==> config.mk <==
export PLATFORM = sky130hd
export DESIGN_NAME = seven_seg_scanner
export DESIGN_NICKNAME = d
export VERILOG_FILES = /design/src/rtl/seven_seg_scanner.sv
export SDC_FILE = /design/constraint.sdc
export NUM_CORES = 1
export LEC_CHECK = 0
export CORE_MARGIN = 10
export CORE_UTILIZATION = 59
export DETAILED_ROUTE_END_ITERATION = 16
export PLACE_DENSITY = 0.9
export SLEW_MARGIN = 40
export SYNTH_ARGS = -nofsm -noshare
export SYNTH_HDL_FRONTEND = slang
export SYNTH_SLANG_ARGS = --single-unit
==> constraint.sdc <==
create_clock -name clk -period 4 [get_ports clk]
set_input_delay 0.4 -clock clk [delete_from_list [all_inputs] [get_ports clk]]
set_output_delay 0.4 -clock clk [all_outputs]
set_load 0.01 [all_outputs]
==> src/rtl/seven_seg_scanner.sv <==
// Four-digit multiplexed seven-segment scanner.
// Shows a four-digit BCD value one digit per slot, with a short all-off gap at
// the start of each slot. New values only take effect at a frame boundary, so
// every frame shows a single value.
`timescale 1ns/1ps
module seven_seg_scanner #(
  parameter int REFRESH_DIV  = 100000,
  parameter int BLANK_CYCLES = 1000
) (
  input  logic        clk,
  input  logic        rst,
  input  logic [15:0] bcd_in,
  input  logic        bcd_valid,
  input  logic        blank_zeros,
  input  logic [3:0]  dp_en,
  output logic [3:0]  an_n,
  output logic [6:0]  seg_n,
  output logic        dp_n,
  output logic        pending
);

  localparam int CNT_W = (REFRESH_DIV > 1) ? $clog2(REFRESH_DIV) : 1;
  localparam logic [CNT_W-1:0] SLOT_LAST = CNT_W'(REFRESH_DIV - 1);
  localparam logic [CNT_W-1:0] BLANK_END = CNT_W'(BLANK_CYCLES);

  // Scan position
  logic [CNT_W-1:0] slot_cnt_q, slot_cnt_d;
  logic [1:0]       digit_idx_q, digit_idx_d;

  // Displayed value, waiting value and its flag
  logic [15:0] disp_q, disp_d;
  logic [15:0] pend_q, pend_d;
  logic        pending_q, pending_d;

  // Registered display outputs
  logic [3:0] an_n_q, an_n_d;
  logic [6:0] seg_n_q, seg_n_d;
  logic       dp_n_q, dp_n_d;

  logic       frame_end;
  logic [3:0] nib_zero;
  logic [3:0] blank_mask;
  logic [3:0] cur_nib;

  // Active-low segment pattern {g,f,e,d,c,b,a}; non-decimal nibbles show a dash.
  function automatic logic [6:0] seg_decode(input logic [3:0] v);
    logic [6:0] s;
    case (v)
      4'd0:    s = 7'h40;
      4'd1:    s = 7'h79;
      4'd2:    s = 7'h24;
      4'd3:    s = 7'h30;
      4'd4:    s = 7'h19;
      4'd5:    s = 7'h12;
      4'd6:    s = 7'h02;
      4'd7:    s = 7'h78;
      4'd8:    s = 7'h00;
      4'd9:    s = 7'h10;
      default: s = 7'h3F;
    endcase
    return s;
  endfunction

  // Per-nibble zero flags of the displayed value
  genvar gi;
  generate
    for (gi = 0; gi < 4; gi++) begin : g_nib_zero
      assign nib_zero[gi] = (disp_q[4*gi +: 4] == 4'd0);
    end
  endgenerate

  // Leading-zero blanking: a digit blanks only if it and all higher digits are zero;
  // the rightmost digit always shows.
  always_comb begin
    blank_mask    = 4'b0000;
    blank_mask[3] = blank_zeros & nib_zero[3];
    blank_mask[2] = blank_mask[3] & nib_zero[2];
    blank_mask[1] = blank_mask[2] & nib_zero[1];
  end

  // Slot counter and digit index advance
  always_comb begin
    slot_cnt_d  = slot_cnt_q + CNT_W'(1);
    digit_idx_d = digit_idx_q;
    if (slot_cnt_q == SLOT_LAST) begin
      slot_cnt_d  = '0;
      digit_idx_d = digit_idx_q + 2'd1;
    end
  end

  assign frame_end = (slot_cnt_q == SLOT_LAST) && (digit_idx_q == 2'd3);

  // Value capture: strobes park in pend_q; the display only updates at a frame end
  always_comb begin
    disp_d    = disp_q;
    pend_d    = pend_q;
    pending_d = pending_q;
    if (frame_end && bcd_valid) begin
      // A strobe landing exactly on the boundary goes straight to the display
      disp_d    = bcd_in;
      pending_d = 1'b0;
    end else if (frame_end && pending_q) begin
      disp_d    = pend_q;
      pending_d = 1'b0;
    end else if (bcd_valid) begin
      pend_d    = bcd_in;
      pending_d = 1'b1;
    end
  end

  // Output decode from the current scan state; registered below
  always_comb begin
    cur_nib = disp_q[{digit_idx_q, 2'b00} +: 4];
    an_n_d  = 4'hF;
    seg_n_d = 7'h7F;
    dp_n_d  = 1'b1;
    if (slot_cnt_q >= BLANK_END) begin
      an_n_d = ~(4'b0001 << digit_idx_q);
      if (!blank_mask[digit_idx_q]) begin
        seg_n_d = seg_decode(cur_nib);
        dp_n_d  = ~dp_en[digit_idx_q];
      end
    end
  end

  // State and output registers; reset overrides any strobe in the same cycle
  always_ff @(posedge clk) begin
    if (rst) begin
      slot_cnt_q  <= '0;
      digit_idx_q <= 2'd0;
      disp_q      <= 16'h0000;
      pend_q      <= 16'h0000;
      pending_q   <= 1'b0;
      an_n_q      <= 4'hF;
      seg_n_q     <= 7'h7F;
      dp_n_q      <= 1'b1;
    end else begin
      slot_cnt_q  <= slot_cnt_d;
      digit_idx_q <= digit_idx_d;
      disp_q      <= disp_d;
      pend_q      <= pend_d;
      pending_q   <= pending_d;
      an_n_q      <= an_n_d;
      seg_n_q     <= seg_n_d;
      dp_n_q      <= dp_n_d;
    end
  end

  assign an_n    = an_n_q;
  assign seg_n   = seg_n_q;
  assign dp_n    = dp_n_q;
  assign pending = pending_q;

endmodule

==> impl_metrics.csv <==
group,metric,value,unit
run_status,status,"complete, no violations",
yosys,synth.top_cells.by_count,"dfxtp_1, nand2b_1, mux2i_1",
critical_path,cp-end-kind,"register",
clock_tree,htree_levels,3,
yosys,synth_ff_type,"dfxtp_1",
yosys,syn_avg_cell_area,9.90,µm²
yosys,synth_edf_count,0,
cells_and_area,fin_nets,370,
floorplan,io_pins,37,
sta,worst_pin_slew,0.746,ns
clock_tree,clkSinkCount,64,
critical_path,path_depth,4,
route,wire_per_inst,16.3,µm
run,cap_viol_max_count,0,
clock_tree,cts_resized,0,
clock_tree,post-cts-setup-buffers,0,
yosys,syn_nets,336,
critical_path,crit_slowest_cell,"nor4_4",
placement,place_ws,1.50,ns
yosys,synth.distinct_cells,42,
yosys,synth_fa_ha_area_frac,0.0462,
floorplan,die_y,91.1,µm
floorplan,core_region_area,0.00482,mm²
sta,max-slew-margin-rel,0.503,
critical_path,critPathTopFamily,"simple AND/OR/NAND/NOR gates",
sta,layout_setup_ws,1.60,ns
yosys,synth.largest_area_cell,"dfxtp_1",
sta,fin_crit,2.40,ns
global_routing,grt_pass1_wl,11.1,mm
yosys,async_reset_ff_frac,0,
route,avgViaCountPerCell,5.88,
yosys,synthMuxAreaShare,0.0987,
yosys,syn_area,0.00298,mm²
yosys,yosysSeqAreaShare,0.430,
sta,drv_slew,0,
critical_path,critPathBufInv,0,
floorplan,initial_core_util,0.618,
hold_path,hold_class,"reg -> reg",
cells_and_area,layout-drive-gt1-share,0.0885,
placement,port_buffers,36,
critical_path,cp_cell_sequence,"or4b_4, nor4_4, nand4b_2, o2bb2ai_1",
sta,hold_violations,0,
cells_and_area,fillCellCount,371,
clock_tree,clkTransAtPathRegs,0.07,ns
pwr,p_leak,1.30,nW
hold_path,whs_path_depth,1,
clock_tree,cts.path.max_buffers,2,
sta,setup_viol,0,
floorplan,die_area,0.00829,mm²
clock_tree,cts_root_buf,"clkbuf_8",
sta,whs,0.465,ns
global_routing,grtUsageTotal,0.162,
critical_path,cp-start-kind,"register",
route,ant_nets,0,
yosys,synth_top_family_by_area,"simple AND/OR/NAND/NOR gates",
route,drt_iter0_drc,198,
clock_tree,tritoncts,"built",
pwr,powerDensity,361,mW/mm²
critical_path,cp_max_fo,16,
route,drt_wl_total,6.62,mm
yosys,synth_compound_area_frac,0.151,
sta,rsz0062_at_grt,"no",
yosys,synthXorXnorAreaFrac,0.0323,
sta,post-route-period-util,0.599,
clock_tree,cts_buffers,9,
sta,fmax,0.417,GHz
yosys,yosys.area_share.simple,0.204,
placement,routabilityCongestion,0.869,
global_routing,grt_antenna_before_repair,0,
placement,dpl.hpwl,4.59,mm
yosys,synth_warnings,0,
yosys,yosysMostFrequentCell,"dfxtp_1",
pwr,ir_drop,301,µV
floorplan,die_width,91.1,µm
global_routing,grt_pass1_vias,2380,
route,num_vias,2387,
cells_and_area,synthToLayoutAreaGrowth,19.7,%
route,drc,0,
critical_path,slowest_delay,0.62,ns
critical_path,worstPathRequired,4.26,ns
sta,finClkSkew,0.00826,ns
yosys,synth.area.top_cells,"dfxtp_1, nand2b_1, mux2i_1, o2bb2ai_1, ha_1",
yosys,ys_ff_latch,64,
critical_path,path_class,"reg -> reg",
clock_tree,insertion_delay,0.35,ns
route,firstDrtPassIters,4,
global_routing,grt_max_degree,41,
yosys,postSynthCellCount,301,
critical_path,crit_arrival,2.66,ns
floorplan,rows,25,
sta,finalSetupTns,0,ns
yosys,synth_top_area_frac,0.430,
clock_tree,ctsHoldBuffers,0,
cells_and_area,insertedDiodeCount,0,
global_routing,grt-ovfl-total,0,
critical_path,reg2regPathDepth,4,
routing by layer:
layer / vias up / part of all wire / global-route usage
li1: 1150 / - / -
met1: 1136 / 0.44 / 0.185
met2: 86 / 0.47 / 0.264
met3: 15 / 0.066 / 0.0469
met4: 0 / 0.026 / 0.0979
met5: - / 0 / 0
state kept, by name, indices dropped and copies added (netlist names):
name / count
dp_n: 1
seg_n: 7
slot_cnt_q: 17
digit_idx_q: 2
an_n: 4
pend_q: 16
disp_q: 16
pending: 1
final cells by class:
type                            count  area (µm²)  area share
Multi-Input combinational cell    211        1590       0.447
Sequential cell                    64        1280       0.359
Timing Repair Buffer               39         383       0.107
Clock buffer                       11         141      0.0397
Tap cell                           67        83.8      0.0235
Clock inverter                      4        45.0      0.0126
Inverter                           10        37.5      0.0105
stage by stage:
stage / instances / utilization / power [mW] / instance area (µm²)
6_report: 406 / 0.740 / 1.29 / 3560
5_1_grt: 406 / 0.740 / 1.34 / 3560
4_1_cts: 406 / 0.739 / 1.29 / 3560
3_5_place_dp: 391 / 0.700 / 0.762 / 3370
3_3_place_gp: 391 / 0.700 / 0.757 / 3370
2_1_floorplan: 301 / - / 0.723 / 2980
where the power goes:
| group | switching [mW] | internal [mW] | total [mW] |
|---|---|---|---|
| clock network | 0.241 | 0.298 | 0.539 |
| registers | 0.00976 | 0.651 | 0.660 |
| logic | 0.0402 | 0.0482 | 0.0884 |
| total | 0.290 | 0.997 | 1.29 |
cell usage in the layout (no fill, tap or decap), types with 4 or more instances in the layout:
master | synthesis | layout
dfxtp_1 | 64 | 64
clkdlybuf4s50_1 | 0 | 36
nand2b_1 | 34 | 34
mux2i_1 | 17 | 17
nor2_1 | 16 | 16
a22oi_1 | 16 | 16
o2bb2ai_1 | 16 | 16
nand2_1 | 15 | 15
nand3_1 | 13 | 13
ha_1 | 11 | 11
inv_1 | 10 | 10
a21oi_1 | 10 | 10
clkbuf_8 | 0 | 10
nor4_1 | 6 | 6
xor2_1 | 6 | 6
mux4_2 | 5 | 5
xnor2_1 | 5 | 5
o21ai_0 | 4 | 4
a21o_1 | 4 | 4
cells by family (layout without fill, tap and decap cells):
family / after synthesis / after routing
simple gates: 106 / 106
flops: 64 / 64
compound gates: 60 / 60
buf+inv: 26 / 64
mux: 23 / 23
fa+ha+maj: 11 / 11
xor+xnor: 11 / 11
path summary, 6_finish.rpt:
check	endpoint	slack, ns	start
setup / recovery	disp_q[14]	1.60	slot_cnt_q[8]
hold / removal	disp_q[2]	0.46	disp_q[2]
setup reg to reg	disp_q[14]	1.60	slot_cnt_q[8]
hold reg to reg	disp_q[2]	0.46	disp_q[2]
Power figures use the tool's default switching activity.
